**src/rtl/lsu_mem_stage_pkg.sv**
```systemverilog
// Shared funct3 encodings, FSM state type and the alignment check for the LSU memory stage.
package lsu_mem_stage_pkg;

  localparam logic [2:0] LSU_OP_B  = 3'b000;
  localparam logic [2:0] LSU_OP_H  = 3'b001;
  localparam logic [2:0] LSU_OP_W  = 3'b010;
  localparam logic [2:0] LSU_OP_BU = 3'b100;
  localparam logic [2:0] LSU_OP_HU = 3'b101;

  typedef enum logic [1:0] {
    ST_IDLE,
    ST_REQ,
    ST_WAIT,
    ST_DONE
  } lsu_state_t;

  // Size lives in funct3[1:0]; byte accesses and unused encodings never misalign.
  function automatic logic is_misaligned(input logic [2:0] op, input logic [1:0] lane);
    case (op[1:0])
      2'b01:   return lane[0];
      2'b10:   return lane != 2'b00;
      default: return 1'b0;
    endcase
  endfunction

endpackage

```
**src/rtl/lsu_mem_stage_load_align.sv**
```systemverilog
// Combinational load alignment: selects the addressed byte/half of a read word and extends it.
module lsu_mem_stage_load_align
  import lsu_mem_stage_pkg::*;
#(
  parameter int XLEN = 32
) (
  input  logic [XLEN-1:0] rdata,
  input  logic [1:0]      lane,
  input  logic [2:0]      op,
  output logic [XLEN-1:0] data
);

  logic [XLEN-1:0] byte_shifted;
  logic [XLEN-1:0] half_shifted;
  logic [7:0]      byte_sel;
  logic [15:0]     half_sel;

  assign byte_shifted = rdata >> {lane, 3'b000};
  assign half_shifted = rdata >> {lane[1], 4'b0000};
  assign byte_sel     = byte_shifted[7:0];
  assign half_sel     = half_shifted[15:0];

  always_comb begin
    data = rdata;
    case (op)
      LSU_OP_B:  data = {{(XLEN-8){byte_sel[7]}}, byte_sel};
      LSU_OP_BU: data = {{(XLEN-8){1'b0}}, byte_sel};
      LSU_OP_H:  data = {{(XLEN-16){half_sel[15]}}, half_sel};
      LSU_OP_HU: data = {{(XLEN-16){1'b0}}, half_sel};
      default:   data = rdata;
    endcase
  end

endmodule

```
**src/rtl/lsu_mem_stage.sv**
```systemverilog
// LSU memory stage: captures one instr, issues at most one dmem transaction, presents aligned result.
module lsu_mem_stage
  import lsu_mem_stage_pkg::*;
#(
  parameter int XLEN   = 32,
  parameter int REG_AW = 5
) (
  input  logic              clk,
  input  logic              rst,
  input  logic              i_valid,
  output logic              i_ready,
  input  logic [XLEN-1:0]   ex_alu_result,
  input  logic [XLEN-1:0]   ex_store_data,
  input  logic              ex_mem_ren,
  input  logic              ex_mem_wen,
  input  logic [2:0]        ex_mem_op,
  input  logic [1:0]        ex_reg_wdata_sel,
  input  logic [XLEN-1:0]   ex_csr_rdata,
  input  logic              ex_reg_wen,
  input  logic [REG_AW-1:0] ex_reg_waddr,
  output logic              o_valid,
  input  logic              o_ready,
  output logic [XLEN-1:0]   lsu_alu_result,
  output logic [1:0]        lsu_reg_wdata_sel,
  output logic [XLEN-1:0]   lsu_csr_rdata,
  output logic              lsu_reg_wen,
  output logic [REG_AW-1:0] lsu_reg_waddr,
  output logic [XLEN-1:0]   lsu_dmem_rdata,
  output logic              lsu_misalign,
  output logic              lsu_fault,
  output logic              dmem_req_valid,
  input  logic              dmem_req_ready,
  output logic              dmem_req_we,
  output logic [XLEN-1:0]   dmem_req_addr,
  output logic [XLEN-1:0]   dmem_req_wdata,
  output logic [3:0]        dmem_req_wstrb,
  input  logic              dmem_resp_valid,
  output logic              dmem_resp_ready,
  input  logic [XLEN-1:0]   dmem_resp_rdata,
  input  logic              dmem_resp_err
);

  lsu_state_t      state_reg, state_next;
  logic            accept;
  logic            mem_in;
  logic            misalign_in;
  logic            ren_reg;
  logic            wen_reg;
  logic [2:0]      mem_op_reg;
  logic [XLEN-1:0] store_data_reg;
  logic [XLEN-1:0] load_data;

  assign i_ready         = (state_reg == ST_IDLE) || ((state_reg == ST_DONE) && o_ready);
  assign accept          = i_valid && i_ready;
  assign mem_in          = ex_mem_ren || ex_mem_wen;
  assign misalign_in     = mem_in && is_misaligned(ex_mem_op, ex_alu_result[1:0]);

  assign o_valid         = (state_reg == ST_DONE);
  assign dmem_req_valid  = (state_reg == ST_REQ);
  assign dmem_resp_ready = (state_reg == ST_WAIT);

  always_ff @(posedge clk) begin
    if (rst) begin
      state_reg <= ST_IDLE;
    end else begin
      state_reg <= state_next;
    end
  end

  always_comb begin
    state_next = state_reg;
    case (state_reg)
      ST_IDLE: begin
        if (accept) state_next = (mem_in && !misalign_in) ? ST_REQ : ST_DONE;
      end
      ST_REQ: begin
        if (dmem_req_ready) state_next = ST_WAIT;
      end
      ST_WAIT: begin
        if (dmem_resp_valid) state_next = ST_DONE;
      end
      ST_DONE: begin
        if (accept) begin
          state_next = (mem_in && !misalign_in) ? ST_REQ : ST_DONE;
        end else if (o_ready) begin
          state_next = ST_IDLE;
        end
      end
      default: state_next = ST_IDLE;
    endcase
  end

  // Capture on accept; the response only updates load data and the fault-related fields.
  always_ff @(posedge clk) begin
    if (rst) begin
      lsu_alu_result    <= '0;
      lsu_reg_wdata_sel <= '0;
      lsu_csr_rdata     <= '0;
      lsu_reg_wen       <= 1'b0;
      lsu_reg_waddr     <= '0;
      lsu_dmem_rdata    <= '0;
      lsu_misalign      <= 1'b0;
      lsu_fault         <= 1'b0;
      ren_reg           <= 1'b0;
      wen_reg           <= 1'b0;
      mem_op_reg        <= '0;
      store_data_reg    <= '0;
    end else if (accept) begin
      lsu_alu_result    <= ex_alu_result;
      lsu_reg_wdata_sel <= ex_reg_wdata_sel;
      lsu_csr_rdata     <= ex_csr_rdata;
      lsu_reg_wen       <= ex_reg_wen && !misalign_in;
      lsu_reg_waddr     <= ex_reg_waddr;
      lsu_dmem_rdata    <= '0;
      lsu_misalign      <= misalign_in;
      lsu_fault         <= 1'b0;
      ren_reg           <= ex_mem_ren;
      wen_reg           <= ex_mem_wen;
      mem_op_reg        <= ex_mem_op;
      store_data_reg    <= ex_store_data;
    end else if ((state_reg == ST_WAIT) && dmem_resp_valid) begin
      if (dmem_resp_err) begin
        lsu_fault      <= 1'b1;
        lsu_reg_wen    <= 1'b0;
        lsu_dmem_rdata <= '0;
      end else if (ren_reg) begin
        lsu_dmem_rdata <= load_data;
      end
    end
  end

  lsu_mem_stage_load_align #(
    .XLEN(XLEN)
  ) u_load_align (
    .rdata(dmem_resp_rdata),
    .lane (lsu_alu_result[1:0]),
    .op   (mem_op_reg),
    .data (load_data)
  );

  assign dmem_req_we   = wen_reg;
  assign dmem_req_addr = {lsu_alu_result[XLEN-1:2], 2'b00};

  always_comb begin
    dmem_req_wstrb = 4'b0000;
    dmem_req_wdata = store_data_reg;
    if (wen_reg) begin
      case (mem_op_reg[1:0])
        2'b00: begin
          dmem_req_wstrb = 4'b0001 << lsu_alu_result[1:0];
          dmem_req_wdata = {(XLEN/8){store_data_reg[7:0]}};
        end
        2'b01: begin
          dmem_req_wstrb = 4'b0011 << lsu_alu_result[1:0];
          dmem_req_wdata = {(XLEN/16){store_data_reg[15:0]}};
        end
        default: begin
          dmem_req_wstrb = 4'b1111;
          dmem_req_wdata = store_data_reg;
        end
      endcase
    end
  end

endmodule
```
**config.mk**
```make
export PLATFORM = sky130hd
export DESIGN_NAME = lsu_mem_stage
export DESIGN_NICKNAME = d
export VERILOG_FILES = /design/src/rtl/lsu_mem_stage_pkg.sv /design/src/rtl/lsu_mem_stage_load_align.sv /design/src/rtl/lsu_mem_stage.sv
export SDC_FILE = /design/constraint.sdc
export NUM_CORES = 1
export LEC_CHECK = 0
export BUFFER_PORTS_ARGS = -buffer_cell sky130_fd_sc_hd__buf_2
export CORE_AREA = 2 2 128 130
export CTS_BUF_LIST = sky130_fd_sc_hd__clkbuf_4 sky130_fd_sc_hd__clkbuf_8
export CTS_CLUSTER_DIAMETER = 50
export DETAILED_ROUTE_END_ITERATION = 8
export DIE_AREA = 0 0 130 132
export HOLD_SLACK_MARGIN = 0.08
export PLACE_DENSITY_LB_ADDON = 0.12
export SETUP_SLACK_MARGIN = 0.2
export SYNTH_ARGS = -nofsm -noshare
export SYNTH_HDL_FRONTEND = slang
export SYNTH_SLANG_ARGS = --single-unit
```
**constraint.sdc**
```tcl
create_clock -name clk -period 2 [get_ports clk]
set_input_delay 0.5 -clock clk [delete_from_list [all_inputs] [get_ports clk]]
set_output_delay 0.5 -clock clk [all_outputs]
set_load 0.1 [all_outputs]
```
==> results.yml, run 1 <==
setup_path:
  crit_start: "mem_op_reg[1]"
  critPathKind: "register to output pin"
  endpoint: "dmem_req_wdata[23]"
  slowest_delay_ns: 0.34
  rr_startpoint: "lsu_alu_result[1]"
  reg2reg_to: "lsu_dmem_rdata[7]"
  slowest_stage: "dfxtp_2"
  worst-endpoint-required_ns: 1.50
  crit_arrival_ns: 1.68
  reg2reg_depth: 5
  crit_chain: "inv_4 -> nand2_8 -> buf_4 -> buf_12 -> mux2_4 -> buf_12"
  setup.worst_path.start_class: "register"
  end_kind: "output pin"
  cp_max_fo: 7
  r2r_setup_slack_ns: 0.29
  critPathMostFrequentCell: "buf_12"
clock_network:
  cts_inserted_buffers: 17
  clock-root-buffer: "clkbuf_8"
  clock_latency_ns: 0.46
  clk_path_buf_depth: 2
  tritoncts_num_sinks: 145
  cts_tree: "built"
  postCtsHoldBufs: 0
  clkTransAtPathRegs_ns: 0.08
  ctsHtreeMaxLevel: 4
detailed_routing:
  drt-initial-drc-count: 333
  wl_per_cell_um: 15.2
  drt-total-wl_um: 20500
  via_count: 6633
  ant_nets: 0
  dr.pass1.iters: 5
  drc_errors: 0
  vias_per_cell: 4.91
sta:
  hold_violations: 0
  setup_violations: 28
  setup_slack_ns: -0.183
  fmax_mhz: 458
  min_period_ns: 2.18
  worst_slew_pin_slew_ns: 0.527
  drv_slew: 0
  relSlewSlack: 0.651
  min_period_over_period: 1.09
  clock_skew_ns: 0.00893
  rsz0062_at_grt: "yes"
  hold-worst-slack_ns: 0.267
run:
  cap_violations: 0
placement:
  post-dp-hpwl_um: 14200
  gp_congestion: 0.783
  io_buffers: 324
layout:
  final_common_cell: "buf_2"
  final_cell_mix: "buf_2, nand2_1, a21oi_1"
  antenna_cells: 0
  fin_nets: 1274
  drive_above_1_share: 0.447
  n_fill_cell: 1405
  syn2layout_area_growth_pct: 50.9
synth:
  synth-edff-count: 0
  ys_seq_elements: 145
  synth-xor-area-share: 0
  synth_ff_type: "dfxtp_1"
  synthAdderAreaFrac: 0.00386
  synth_top_family_by_area: "simple AND/OR/NAND/NOR gates"
  synth_compound_area_frac: 0.189
  async_reset_ff_frac: 0
  synthSimpleGateAreaFrac: 0.211
  yosysWarningCount: 0
  muxShareOfSynthArea: 0.0482
  ys_types: 49
  synth.avg_cell_area_um2: 7.82
  postSynthCellCount: 830
  netlist_area_um2: 6490
  synth_seq_area_share: 0.447
power:
  power_uw: 9720
  p_leak_uw: 0.00440
  p_per_area_nw_per_um2: 992
  peakVddDrop_mv: 0.580
floorplan:
  fp.dieW_um: 130
  row_count: 46
  die_area_um2: 17200
  die_h_um: 132
  ios: 327
  coreArea_um2: 15700
  start_util: 0.413
global_route:
  grt_overflow: 0
  grt_pass1_wl_um: 31500
  grt_max_degree: 73
  grt_use_total: 0.232
  grt_pass1_vias: 6066
  antenna_found_initial: 1
min_path:
  hold_class: "primary input to register"
  holdPathStages: 3
status:
  status: "finished with violations"
  violations: "negative setup slack"
through the flow:
step / util / worst slack (ns) / setup TNS (ns) / instance area [um2] / std cells
final: 0.623 / -0.183 / -3.66 / 9790 / 1351
after global routing: 0.623 / -0.254 / -5.68 / 9790 / 1351
after CTS: 0.610 / -0.201 / -3.72 / 9590 / 1342
after detailed placement: 0.559 / 0.122 / 0 / 8780 / 1289
after global placement: 0.559 / 0.171 / 0 / 8780 / 1289
after floorplan: - / -0.123 / -0.189 / 6830 / 831
synth_stat cells, types with 9 or more instances:
master	number	area, um2
a21oi_1	133	666
mux2i_1	11	110
o21ai_0	22	110
or3_1	9	56.3
dfxtp_1	145	2900
clkbuf_1	25	93.8
buf_4	53	398
nor2_1	28	105
o21ai_1	20	100
nand2_1	262	983
buf_2	23	115
mux2_2	16	180
power breakdown:
part           internal [uW]  total (uW)  switching, uW
combinational           1010        3790           2780
clock                   1550        2670           1110
sequential              3100        3260            161
how the worst min path moves through the flow:
stage | start | slack [ns] | endpoint
2_1_floorplan | store_data_reg[16] | 0.43 | store_data_reg[16]
3_3_place_gp | lsu_dmem_rdata[29] | 0.43 | lsu_dmem_rdata[29]
3_5_place_dp | lsu_dmem_rdata[6] | 0.43 | lsu_dmem_rdata[6]
4_1_cts | ex_alu_result[25] | 0.24 | lsu_alu_result[25]
5_1_grt | ex_alu_result[20] | 0.24 | lsu_alu_result[20]
6_report | ex_alu_result[20] | 0.27 | lsu_alu_result[20]
area by class of cell:
type	count	area, um2	area share
Multi-Input combinational cell	577	3310	0.338
Sequential cell	145	2970	0.303
Timing Repair Buffer	376	2760	0.281
Clock buffer	21	270	0.0276
Tap cell	216	270	0.0276
Clock inverter	9	181	0.0185
Inverter	7	32.5	0.00332
routing by layer:
| layer | track usage | wire, um | up-vias |
|---|---|---|---|
| met3 | 0.0722 | 1440 | 34 |
| met5 | 0 | 11 | - |
| met2 | 0.386 | 10200 | 205 |
| met1 | 0.280 | 8430 | 3074 |
| met4 | 0.0836 | 459 | 2 |
| li1 | - | - | 3318 |
critical path: cells and delay by family, from the launching register on:
family	cells	cell delay [ns]
buffers and inverters	4	0.52
flip-flops	1	0.34
multiplexers	1	0.31
AND/OR/NAND/NOR	1	0.06
cell families after synthesis:
family,Yosys count
other cells,1
fa+ha+maj,2
flops,145
mux,28
buf+inv,109
simple gates,330
compound gates,215
repair_timing:
action,CTS,global route
pin swaps,11,6
buffers inserted,23,8
resized for setup,46,29
endpoints found under the setup margin,51,54
gates cloned,0,1
(Power assumes the default switching activity.)
==> run 2, diff against run 1 <==
Settings changed: RECOVER_POWER set to 25.
==> results.yml, run 2 (same netlist as run 1, synthesis figures left out) <==
sta:
  fmax_mhz: 457
  setup_slack_ns: -0.187
  rsz0062_at_grt: "yes"
  drv_slew: 0
  hold_violations: 0
  min_period_ns: 2.19
  hold-worst-slack_ns: 0.261
  clock_skew_ns: 0.00876
  relSlewSlack: 0.461
  setup-tns-final_ns: -3.74
  worst_slew_pin_slew_ns: 0.806
  min_period_over_period: 1.09
  setup_violations: 28
floorplan:
  die_area_um2: 17200
  ios: 327
  coreArea_um2: 15700
  die_h_um: 132
  row_count: 46
  start_util: 0.413
  fp.dieW_um: 130
layout:
  multiInputGateArea_um2: 3310
  syn2layout_area_growth_pct: 50.1
  regArea_um2: 2960
  final_common_cell: "buf_2"
  drive_above_1_share: 0.444
  n_fill_cell: 1413
  antenna_cells: 0
  final_cell_mix: "buf_2, nand2_1, a21oi_1"
  final_area_um2: 9740
  finalCoreUtilization: 0.620
  fin_nets: 1274
global_route:
  grt_overflow: 0
  antenna_found_initial: 1
  grt_pass1_vias: 6066
  grt.met2_usage: 0.386
  grt_max_degree: 73
  grt_pass1_wl_um: 31500
  grt_use_total: 0.232
  grt.busiest_layer: "met2"
  met1_usage: 0.280
  use_met3: 0.0722
status:
  violations: "negative setup slack"
  status: "finished with violations"
power:
  peakVddDrop_mv: 0.580
  p_per_area_nw_per_um2: 995
  p_leak_uw: 0.00438
run:
  cap_violations: 0
detailed_routing:
  drt-total-wl_um: 20600
  ant_nets: 0
  via_count: 6641
  dr.pass1.iters: 4
  drt-initial-drc-count: 306
  wl_per_cell_um: 15.2
  drc_errors: 0
  vias_per_cell: 4.92
setup_path:
  worst-endpoint-required_ns: 1.50
  end_kind: "output pin"
  cp_max_fo: 7
  setup.worst_path.start_class: "register"
  crit_arrival_ns: 1.69
  critPathKind: "register to output pin"
placement:
  placed_area_um2: 8780
  post-dp-hpwl_um: 14200
  io_buffers: 324
  gp_congestion: 0.783
clock_network:
  ctsHtreeMaxLevel: 4
  clk_path_buf_depth: 2
  clock-root-buffer: "clkbuf_8"
  cts_tree: "built"
  clkTransAtPathRegs_ns: 0.08
  clock_latency_ns: 0.46
  tritoncts_num_sinks: 145
  cts_inserted_buffers: 17
min_path:
  hold_class: "primary input to register"
run 2: final timing paths:
check / cells after the start / start / to / slack (ns)
worst min-delay path: 3 / ex_alu_result[20] / lsu_alu_result[20] / 0.26
worst max-delay path: 6 / mem_op_reg[1] / dmem_req_wdata[23] / -0.19
worst min register to register: 2 / lsu_dmem_rdata[1] / lsu_dmem_rdata[1] / 0.44
worst max register to register: 5 / state_reg[1] / lsu_alu_result[6] / 0.06
run 2: cell type report:
cell class,instances,share of cell area
Sequential cell,145,0.304
Inverter,7,0.00334
Timing Repair Buffer,376,0.279
Clock buffer,21,0.0278
Clock inverter,9,0.0186
Multi-Input combinational cell,577,0.340
Tap cell,216,0.0278
run 2: repair_timing:
item                       4_1_cts  5_1_grt
gates cloned                     0        1
setup endpoints to repair       51       54
hold buffers                     0        0
resized for setup               46       29
pin swaps                       11        6
buffers inserted                23        8
run 2: power by group:
group	leakage, uW	switching [uW]	internal [uW]
Sequential	0.00120	160	3100
Combinational	0.00295	2770	991
Clock	0.000231	1120	1550
Total	0.00438	4050	5640
run 2: through the flow:
| stage | worst slack (ns) | instances | total power [uW] |
|---|---|---|---|
| after floorplan | -0.123 | 831 | 6160 |
| after global placement | 0.171 | 1289 | 6910 |
| after detailed placement | 0.122 | 1289 | 6920 |
| after CTS | -0.201 | 1342 | 9730 |
| after global routing | -0.254 | 1351 | 10100 |
| final | -0.187 | 1351 | 9690 |
run 2: worst max-delay path: stages, from the launching register on:
cell and delay, ns:
dfxtp_2 0.34, inv_4 0.07, nand2_8 0.06, buf_4 0.14, buf_12 0.14, mux2_4 0.31
buf_12 0.17
run 2: layer usage:
layer / share of wire / vias to the layer above
met5: 0.00053 / -
met4: 0.021 / 2
met3: 0.073 / 31
met2: 0.50 / 216
met1: 0.40 / 3071
li1: - / 3321
